<file path="src/rtl/stopwatch_pkg.sv">
// stopwatch_pkg: shared types and default timing constants for the stopwatch front end and counter.
// Latency: n/a (declarations only).
// Backpressure: n/a.
// Contents: key_state_t (key FSM encoding), default cycle counts at CLK_HZ, counter-width helper.
package stopwatch_pkg;

  // Default timing, all expressed in CLOCK_50 cycles.
  localparam int CLK_HZ       = 50_000_000;
  localparam int DEBOUNCE_CYC = 1_000_000;    // 20 ms
  localparam int LONG_CYC     = 100_000_000;  // 2 s
  localparam int TICK_CYC     = 50_000_000;   // 1 Hz

  // Key handling FSM. Encodings are fixed so the state can be probed on a logic analyser.
  typedef enum logic [2:0] {
    IDLE      = 3'd0,
    DEB_PRESS = 3'd1,
    HELD      = 3'd2,
    LONG      = 3'd3,
    DEB_REL   = 3'd4
  } key_state_t;

  // Width of a counter that must reach n-1; never narrower than one bit so
  // degenerate parameter values (n = 1) still yield a legal vector.
  function automatic int cnt_w(input int n);
    return (n > 1) ? $clog2(n) : 1;
  endfunction

endpackage

</file>
<file path="src/rtl/stopwatch_key_ctrl_tick_div.sv">
// tick_div: divides CLOCK_50 down to a one-cycle tick every TICK_CYC enabled cycles.
// Latency: first tick TICK_CYC cycles after en rises; tick is registered.
// Backpressure: none; the tick is a free-running strobe while en is held.
// Ports: CLOCK_50 clock; KEY0 sync active-low reset; en count enable (low clears
//        the partial count); restart forces the count back to 0 with no tick; tick output strobe.
module tick_div
  import stopwatch_pkg::*;
#(
  parameter int TICK_CYC = stopwatch_pkg::TICK_CYC
) (
  input  logic CLOCK_50,
  input  logic KEY0,
  input  logic en,
  input  logic restart,
  output logic tick
);

  localparam int TW = cnt_w(TICK_CYC);
  localparam logic [TW-1:0] TICK_MAX = TW'(TICK_CYC - 1);

  logic [TW-1:0] cnt;

  // The count only ever climbs to TICK_MAX and is then returned to 0 in the
  // same cycle the tick is issued, so it can never wrap.
  always_ff @(posedge CLOCK_50) begin
    if (!KEY0) begin
      cnt  <= '0;
      tick <= 1'b0;
    end else if (restart || !en) begin
      // Dropping en (pause) or a restart discards any partial period and
      // swallows a tick that would have been due in this cycle.
      cnt  <= '0;
      tick <= 1'b0;
    end else if (cnt == TICK_MAX) begin
      cnt  <= '0;
      tick <= 1'b1;
    end else begin
      cnt  <= cnt + 1'b1;
      tick <= 1'b0;
    end
  end

endmodule

</file>
<file path="src/rtl/stopwatch_key_ctrl.sv">
// stopwatch_key_ctrl: conditions KEY1, classifies short/long presses, drives run and the gated tick.
// Latency: 2-cycle synchronizer, DEBOUNCE_CYC press/release debounce; all outputs registered.
// Backpressure: none; tick/clear/key_pulse are one-cycle strobes the counter must take unconditionally.
// Ports: CLOCK_50 clock; KEY0 synchronous active-low reset; KEY1 raw active-low bouncy key;
//        run level (1 = counting); tick, clear, key_pulse one-cycle strobes, mutually exclusive.
// Build option: STOPWATCH_AUTOSTART_EN -- run resets to 1 and a long-press clear keeps it at 1,
//        restarting the divider from 0; undefined, run resets to 0 and clear forces it to 0.
module stopwatch_key_ctrl
  import stopwatch_pkg::*;
#(
  parameter int DEBOUNCE_CYC = stopwatch_pkg::DEBOUNCE_CYC,
  parameter int LONG_CYC     = stopwatch_pkg::LONG_CYC,
  parameter int TICK_CYC     = stopwatch_pkg::TICK_CYC
) (
  input  logic CLOCK_50,
  input  logic KEY0,
  input  logic KEY1,
  output logic run,
  output logic tick,
  output logic clear,
  output logic key_pulse
);

  localparam int DW = cnt_w(DEBOUNCE_CYC);
  localparam int HW = cnt_w(LONG_CYC);
  localparam logic [DW-1:0] DEB_MAX  = DW'(DEBOUNCE_CYC - 1);
  localparam logic [HW-1:0] HOLD_MAX = HW'(LONG_CYC - 1);

`ifdef STOPWATCH_AUTOSTART_EN
  localparam logic RUN_RST = 1'b1;
`else
  localparam logic RUN_RST = 1'b0;
`endif

  // ---------------------------------------------------------------------------
  // KEY1 synchronizer. Flops reset to 1 (key released) so a key held through
  // reset is seen as a fresh falling edge and has to debounce again.
  // ---------------------------------------------------------------------------
  logic ks_meta;
  logic ks;

  always_ff @(posedge CLOCK_50) begin
    if (!KEY0) begin
      ks_meta <= 1'b1;
      ks      <= 1'b1;
    end else begin
      ks_meta <= KEY1;
      ks      <= ks_meta;
    end
  end

  // ---------------------------------------------------------------------------
  // Press classification FSM. One debounce counter serves both the press and
  // the release debounce since the two phases never overlap.
  // ---------------------------------------------------------------------------
  key_state_t    state;
  key_state_t    state_nxt;
  logic [DW-1:0] deb_cnt;
  logic [DW-1:0] deb_cnt_nxt;
  logic [HW-1:0] hold_cnt;
  logic [HW-1:0] hold_cnt_nxt;
  logic          short_flag;
  logic          short_flag_nxt;
  logic          clear_nxt;
  logic          key_pulse_nxt;
  logic          run_nxt;

  // Counters stop at their terminal value because reaching it always moves
  // the FSM out of the counting state, so no explicit saturation is needed.
  always_comb begin
    state_nxt      = state;
    deb_cnt_nxt    = deb_cnt;
    hold_cnt_nxt   = hold_cnt;
    short_flag_nxt = short_flag;
    clear_nxt      = 1'b0;
    key_pulse_nxt  = 1'b0;

    case (state)
      IDLE: begin
        if (!ks) begin
          state_nxt   = DEB_PRESS;
          deb_cnt_nxt = '0;
        end
      end

      DEB_PRESS: begin
        if (ks) begin
          // Level went back high before it was stable: treat as bounce.
          state_nxt = IDLE;
        end else if (deb_cnt == DEB_MAX) begin
          state_nxt    = HELD;
          hold_cnt_nxt = '0;
        end else begin
          deb_cnt_nxt = deb_cnt + 1'b1;
        end
      end

      HELD: begin
        // A release seen in the same cycle the hold limit is reached still
        // counts as a short press: the key was let go before LONG_CYC elapsed.
        if (ks) begin
          state_nxt      = DEB_REL;
          short_flag_nxt = 1'b1;
          deb_cnt_nxt    = '0;
        end else if (hold_cnt == HOLD_MAX) begin
          state_nxt = LONG;
          clear_nxt = 1'b1;
        end else begin
          hold_cnt_nxt = hold_cnt + 1'b1;
        end
      end

      LONG: begin
        if (ks) begin
          state_nxt      = DEB_REL;
          short_flag_nxt = 1'b0;
          deb_cnt_nxt    = '0;
        end
      end

      DEB_REL: begin
        if (!ks) begin
          // Release bounce: wait for a fresh run of stable-high samples.
          deb_cnt_nxt = '0;
        end else if (deb_cnt == DEB_MAX) begin
          state_nxt     = IDLE;
          key_pulse_nxt = short_flag;
        end else begin
          deb_cnt_nxt = deb_cnt + 1'b1;
        end
      end

      default: begin
        state_nxt = IDLE;
      end
    endcase
  end

  // ---------------------------------------------------------------------------
  // Run state. key_pulse and clear come from different FSM states, so at most
  // one of them can act on run in any cycle.
  // ---------------------------------------------------------------------------
  always_comb begin
    run_nxt = run;
    if (key_pulse_nxt) begin
      run_nxt = ~run;
    end
    if (clear_nxt) begin
`ifdef STOPWATCH_AUTOSTART_EN
      run_nxt = 1'b1;
`else
      run_nxt = 1'b0;
`endif
    end
  end

  always_ff @(posedge CLOCK_50) begin
    if (!KEY0) begin
      state      <= IDLE;
      deb_cnt    <= '0;
      hold_cnt   <= '0;
      short_flag <= 1'b0;
      run        <= RUN_RST;
      clear      <= 1'b0;
      key_pulse  <= 1'b0;
    end else begin
      state      <= state_nxt;
      deb_cnt    <= deb_cnt_nxt;
      hold_cnt   <= hold_cnt_nxt;
      short_flag <= short_flag_nxt;
      run        <= run_nxt;
      clear      <= clear_nxt;
      key_pulse  <= key_pulse_nxt;
    end
  end

  // ---------------------------------------------------------------------------
  // Tick divider. It counts only across cycles where run is high now and stays
  // high next, so:
  //  - the cycle run rises holds the divider at 0 (first tick TICK_CYC later);
  //  - a toggle-off cycle clears it and suppresses a tick due in that cycle.
  // A clear restarts it, which also keeps tick and clear from coinciding.
  // ---------------------------------------------------------------------------
  logic div_en;

  assign div_en = run & run_nxt;

  tick_div #(
    .TICK_CYC (TICK_CYC)
  ) u_tick_div (
    .CLOCK_50 (CLOCK_50),
    .KEY0     (KEY0),
    .en       (div_en),
    .restart  (clear_nxt),
    .tick     (tick)
  );

endmodule

</file>
<file path="config.mk">
export PLATFORM = sky130hd
export DESIGN_NAME = stopwatch_key_ctrl
export DESIGN_NICKNAME = d
export VERILOG_FILES = /design/src/rtl/stopwatch_pkg.sv /design/src/rtl/stopwatch_key_ctrl_tick_div.sv /design/src/rtl/stopwatch_key_ctrl.sv
export SDC_FILE = /design/constraint.sdc
export NUM_CORES = 1
export LEC_CHECK = 0
export CORE_MARGIN = 2
export CORE_UTILIZATION = 62
export CTS_BUF_LIST = sky130_fd_sc_hd__clkbuf_16
export DETAILED_ROUTE_END_ITERATION = 8
export GPL_TIMING_DRIVEN = 1
export PLACE_DENSITY = 0.79
export SYNTH_ARGS = -nofsm -noshare
export SYNTH_HDL_FRONTEND = slang
export SYNTH_SLANG_ARGS = --single-unit
</file>
<file path="constraint.sdc">
create_clock -name CLOCK_50 -period 2.8 [get_ports CLOCK_50]
set_clock_uncertainty 0.15 [all_clocks]
set_input_delay 0.56 -clock CLOCK_50 [delete_from_list [all_inputs] [get_ports CLOCK_50]]
set_output_delay 0.56 -clock CLOCK_50 [all_outputs]
set_load 0.005 [all_outputs]
</file>
# Word level (Yosys, flattened, before mapping)
# Index checks and enable logic that the tools add are counted.
[word_totals] register_bits=83 latchBits=0 ram_bits=0 romBits=0 inputBits=3 output_inout_bits=4 wordCells=81 n_memories=0
[classes] n_addsub=3 n_mul=0 div_mod_pow=0 magnitude_cmp=0 eq_ne=19 shift=0 n_mux=32 bitwise_logic=3 n_reduce_logical=13
[ops] cell="27-bit 2-to-1 mux" count=4
[ops] cell="20-bit 2-to-1 mux" count=5
[ops] cell="20-bit one-hot mux with 4 select lines" count=1
[ops] cell="27-bit one-hot mux with 2 select lines" count=1
[ops] cell="27-bit by 1-bit adder with 27-bit output (second input constant)" count=1
[ops] cell="27-bit == test (second input constant)" count=1
[ops] cell="26-bit by 1-bit adder with 26-bit output (second input constant)" count=1
[ops] cell="26-bit == test (second input constant)" count=1
[ops] cell="3-bit 2-to-1 mux" count=8
[ops] cell="20-bit by 1-bit adder with 20-bit output (second input constant)" count=1
[ops] cell="20-bit == test (second input constant)" count=1
[ops] cell="2-bit != test (second input constant)" count=9
[ops] cell="3-bit one-hot mux with 5 select lines" count=1
[ops] cell="1-bit 2-to-1 mux" count=11
[ops] cell="3-bit by 2-bit == test with 1-bit output (second input constant)" count=2
[ops] cell="3-bit != test (second input constant)" count=2
[ops] cell="6-bit AND reduction" count=1
[ops] cell="5-bit AND reduction" count=1
[ops] cell="4-bit AND reduction" count=1
[ops] cell="2-bit nonzero test" count=2
[ops] cell="4-bit nonzero test" count=1
[ops] cell="2-bit OR reduction" count=2
[ops] cell="3-bit by 1-bit == test with 1-bit output (second input constant)" count=1
[ops] cell="3-bit == test (second input constant)" count=1
[ops] cell="9 further kinds" count=10

# Logic depth before layout (Yosys ltp)
[depth] ltp_word=10 ltp_mapped=9 mapped_depth_nobuf=6

# Cells and area by module
# A second synthesis with hierarchy kept.
[hier_totals] hier_cells=493 hier_area_um2=4117.7
[by_module_without_submodules] module="stopwatch_key_ctrl" n_inst=1 cells_each=347 area_per_inst_um2=2847.7 seq_area_each_um2=1121.1
[by_module_without_submodules] module="tick_div" n_inst=1 cells_each=146 area_per_inst_um2=1270.0 seq_area_each_um2=540.5

# Least setup slack after synthesis
# No wires, ideal clock.
[synth_timing] path_type="input port to flip-flop" startpoint="input port KEY0" endpoint="register hold_cnt[14]" setup_time_ns=0.061 arrival_ns=2.004 required_ns=2.589 slack_ns=0.585 stages=6 path_buffers=2 cell_sequence="clkbuf_1 > clkinv_1 > a21o_1 > buf_2 > or4_1 > nand2_1"
[synth_rtl] item="start, declared" line="stopwatch_key_ctrl.sv:16" rtl="input logic KEY0,"
[synth_rtl] item="end signal, assigned" line="stopwatch_key_ctrl.sv:169" rtl="hold_cnt <= hold_cnt_nxt;"
[synth_rtl] item="end, declared" line="stopwatch_key_ctrl.sv:60" rtl="logic [HW-1:0] hold_cnt;"

# Worst setup path in the final report
[layout_timing] startpoint="register state[0]" endpoint="register hold_cnt[18]"
[layout_between] elab_chain_len=3 elab_cells_between_ends=9 classes_between="6 x eq/ne; 1 x mux; 2 x reduce/logical"
[layout_rtl] item="start, declared" line="stopwatch_key_ctrl.sv:56" rtl="key_state_t state;"
[layout_rtl] item="start signal, assigned" line="stopwatch_key_ctrl.sv:167" rtl="state <= state_nxt;"
[layout_rtl] item="3-bit by 1-bit == test with 1-bit output or 3-bit by 2-bit == test with 1-bit output (tied branches)" line="stopwatch_key_ctrl.sv:78" rtl="case (state)"
[layout_rtl] item="2-bit != test (no line) or 2-bit nonzero test (tied branches)"
[layout_rtl] item="5-bit AND reduction (no line)"
# Parallel ways exist; a longest one is shown, timed or not.
# A chain may end at the register's enable or synchronous reset.

==> out/metrics.csv <==
stage,metric,value,unit
logic_synthesis,netlist_area,4160,µm²
place,hpwl,6020,µm
layout,syn2layout_area_growth,10.8,%
timing,hold_viol_final,0,
floorplanning,fp.dieW,85.9,µm
grt,grt_pass1_wl,15500,µm
job,cap_viol_max_count,0,
routing,routedWlPerCell,15.4,µm
power,p_leak,1.45,nW
status,outcome,finished clean,
layout,drive_above_1_share,8.15,%
layout,num-fill-cells,501,
grt,grtUsageTotal,25.8,%
routing,wl,8930,µm
grt,grt_max_degree,54,
worst_setup_path,path_delay_family,simple AND/OR/NAND/NOR gates,
floorplanning,core,6420,µm²
timing,finalCritPeriodShare,88.4,%
worst_setup_path,start_kind,flop,
worst_setup_path,crit_path_max_incr_delay,0.62,ns
logic_synthesis,syn_inst,492,
layout,post-route-cell-area,4610,µm²
worst_setup_path,reg2reg_depth,5,
layout,final_cell_mix,"83 x dfxtp_1, 59 x nor2_1, 32 x nand3_1",
place,gp_congestion,0.849,
logic_synthesis,synth_seq_cells,83,
hold_path,hold_path.class,reg -> reg,
floorplanning,die_h,85.9,µm
clock_tree,cts_tree,done,
routing,vias_per_cell,6.40,
worst_setup_path,path_depth,5,
logic_synthesis,avgSynthCellArea,8.45,µm²
logic_synthesis,seq_area_frac_synth,40.0,%
timing,worstMarginPinSlew,1.23,ns
clock_tree,post_cts_resized,0,
layout,fin_util,71.8,%
clock_tree,insertion_delay,0.33,ns
grt,antenna_found_initial,0,
routing,vias,3712,
power,ir_drop,382,µV
clock_tree,clkTransAtPathRegs,0.06,ns
timing,setup_tns,0,ns
floorplanning,row_count,29,
worst_setup_path,cp_data_arrival_time,2.54,ns
floorplanning,dieArea,7380,µm²
floorplanning,start_util,64.8,%
place,place_area,4320,µm²
clock_tree,cts_made_buffers,9,
worst_setup_path,path_max_fanout,15,
routing,drc,0,
logic_synthesis,synth_nets,498,
worst_setup_path,path_buf_inv,1,
power,power_density,515,nW/µm²
clock_tree,holdBufCountCts,0,
layout,antennaDiodeCount,0,
worst_setup_path,crit_chain,or4b_2 -> nor3_1 -> a21o_1 -> buf_4 -> a21oi_1,
worst_setup_path,r2r_setup_slack,0.32,ns
layout,fin_nets,504,
floorplanning,top_level_ports,7,
layout,final_common_cell,dfxtp_1,
timing,rsz0062_at_grt,no,
clock_tree,post_cts_buffers,0,
logic_synthesis,ys_warn_count,0,
worst_setup_path,worstSetupEndpointType,flop,
layout,regArea,1660,µm²
clock_tree,htreeDepth,3,
clock_tree,clockBufferDepth,2,
layout,multiInputGateArea,2350,µm²
grt,gr-total-overflow,0,
place,io_buffer_count,6,
timing,slew_headroom,18.1,%
worst_setup_path,critPathSlowestCell,or4b_2,
clock_tree,cts-root-buf,clkbuf_16,
logic_synthesis,async_flop_share,0,%
timing,finalSetupViolCount,0,
worst_setup_path,worstSetupStartpoint,state[0],
logic_synthesis,synth_cell_types,48,
routing,drtAntennaViolNets,0,
worst_setup_path,crit_end,hold_cnt[18],
routing,detail_route.first_pass.iterations,5,
timing,fmax,404,MHz
timing,slew_viol_final,0,
routing,drtIter0Drc,181,
logic_synthesis,synth_edf_count,0,
worst_setup_path,worst_r2r_startpoint,state[0],
worst_setup_path,critical_path_class,reg -> reg,
logic_synthesis,synth_flop_cell,dfxtp_1,
worst_setup_path,crit_required,2.86,ns
grt,grt_pass1_vias,3339,
clock_tree,clock-sinks,83,
timing,fin_crit,2.48,ns
worst_setup_path,reg2reg_to,hold_cnt[18],
Yosys cell counts (all sizes together) (2+ instances only):
master,number,share of area [%]
a211oi,5,0.90
a21o,2,0.36
a21oi,29,3.8
a31oi,3,0.45
a41oi,2,0.42
and2,4,0.60
and3,11,1.7
and4,9,1.9
buf,9,1.4
clkbuf,18,1.6
dfxtp,83,40
ha,3,0.90
inv,6,0.54
nand2,30,2.7
nand2b,4,0.60
nand3,32,3.9
nand3b,2,0.36
nand4,23,3.5
nor2,59,5.3
nor3,5,0.60
nor3b,6,1.1
nor4,10,1.5
nor4b,9,2.2
o2111ai,4,0.84
o211ai,12,2.2
o21ai,15,1.8
o31ai,13,2.3
or3,10,1.5
or4,22,4.2
xnor2,18,3.8
xor2,22,4.6
state kept, by name, indices dropped and copies added (netlist names):
signal / flops
ks_meta: 1
hold_cnt: 27
deb_cnt: 20
short_flag: 1
u_tick_div.cnt: 26
ks: 1
state: 3
u_tick_div.tick: 1
clear: 1
run: 1
key_pulse: 1
logic make-up (layout without fill, tap and decap cells):
logic type                 count (synthesis)  after routing  share of synthesized area [%]
and+or+nand+nor                          244            244                           33.4
buffers and inverters                     34             45                           3.64
muxes                                      1              1                          0.241
AOI/OAI and AO/OA                         87             87                           13.5
adders and majority gates                  3              3                          0.903
xor gates and xnor gates                  40             40                           8.42
DFF                                       83             83                           40.0
metrics by stage:
| stage | cells | worst slack [ns] | hold slack, ns | total power, mW |
|---|---|---|---|---|
| 2_1_floorplan | 492 | 0.585 | 0.236 | 1.24 |
| 3_3_place_gp | 564 | 0.415 | 0.245 | 1.25 |
| 3_5_place_dp | 564 | 0.364 | 0.247 | 1.25 |
| 4_1_cts | 580 | 0.324 | 0.262 | 2.38 |
| 5_1_grt | 580 | 0.161 | 0.275 | 2.44 |
| 6_report | 580 | 0.324 | 0.260 | 2.37 |
metal layers:
layer  routed length (µm)  global-route usage [%]  vias to the layer above
met5                    0                       0                        -
met4                   99                    6.49                        0
met3                  333                    6.54                       14
met2                 4250                    43.0                       74
met1                 4250                    33.3                     1781
li1                     -                       -                     1843
power breakdown:
part,internal [mW],leakage [nW],switching [mW],total (mW)
Clock,0.680,0.144,0.466,1.15
Sequential,1.18,0.669,0.00450,1.19
Combinational,0.0142,0.640,0.0260,0.0402
Total,1.88,1.45,0.497,2.37
worst min path at each step:
stage,startpoint,endpoint,slack (ns),cells past startpoint
2_1_floorplan,ks_meta,ks,0.24,1
5_1_grt,ks_meta,ks,0.27,1
3_3_place_gp,ks_meta,ks,0.24,1
6_report,ks_meta,ks,0.26,1
3_5_place_dp,ks_meta,ks,0.25,1
4_1_cts,ks_meta,ks,0.26,1
cell type report:
| type | instances | area share [%] |
|---|---|---|
| clock inverter | 7 | 1.30 |
| sequential | 83 | 36.1 |
| tap | 77 | 2.09 |
| timing repair buffer | 22 | 4.18 |
| inverter | 7 | 0.570 |
| clock buffer | 9 | 4.89 |
| multi-input combinational | 375 | 50.9 |
(Power assumes the default switching activity.)
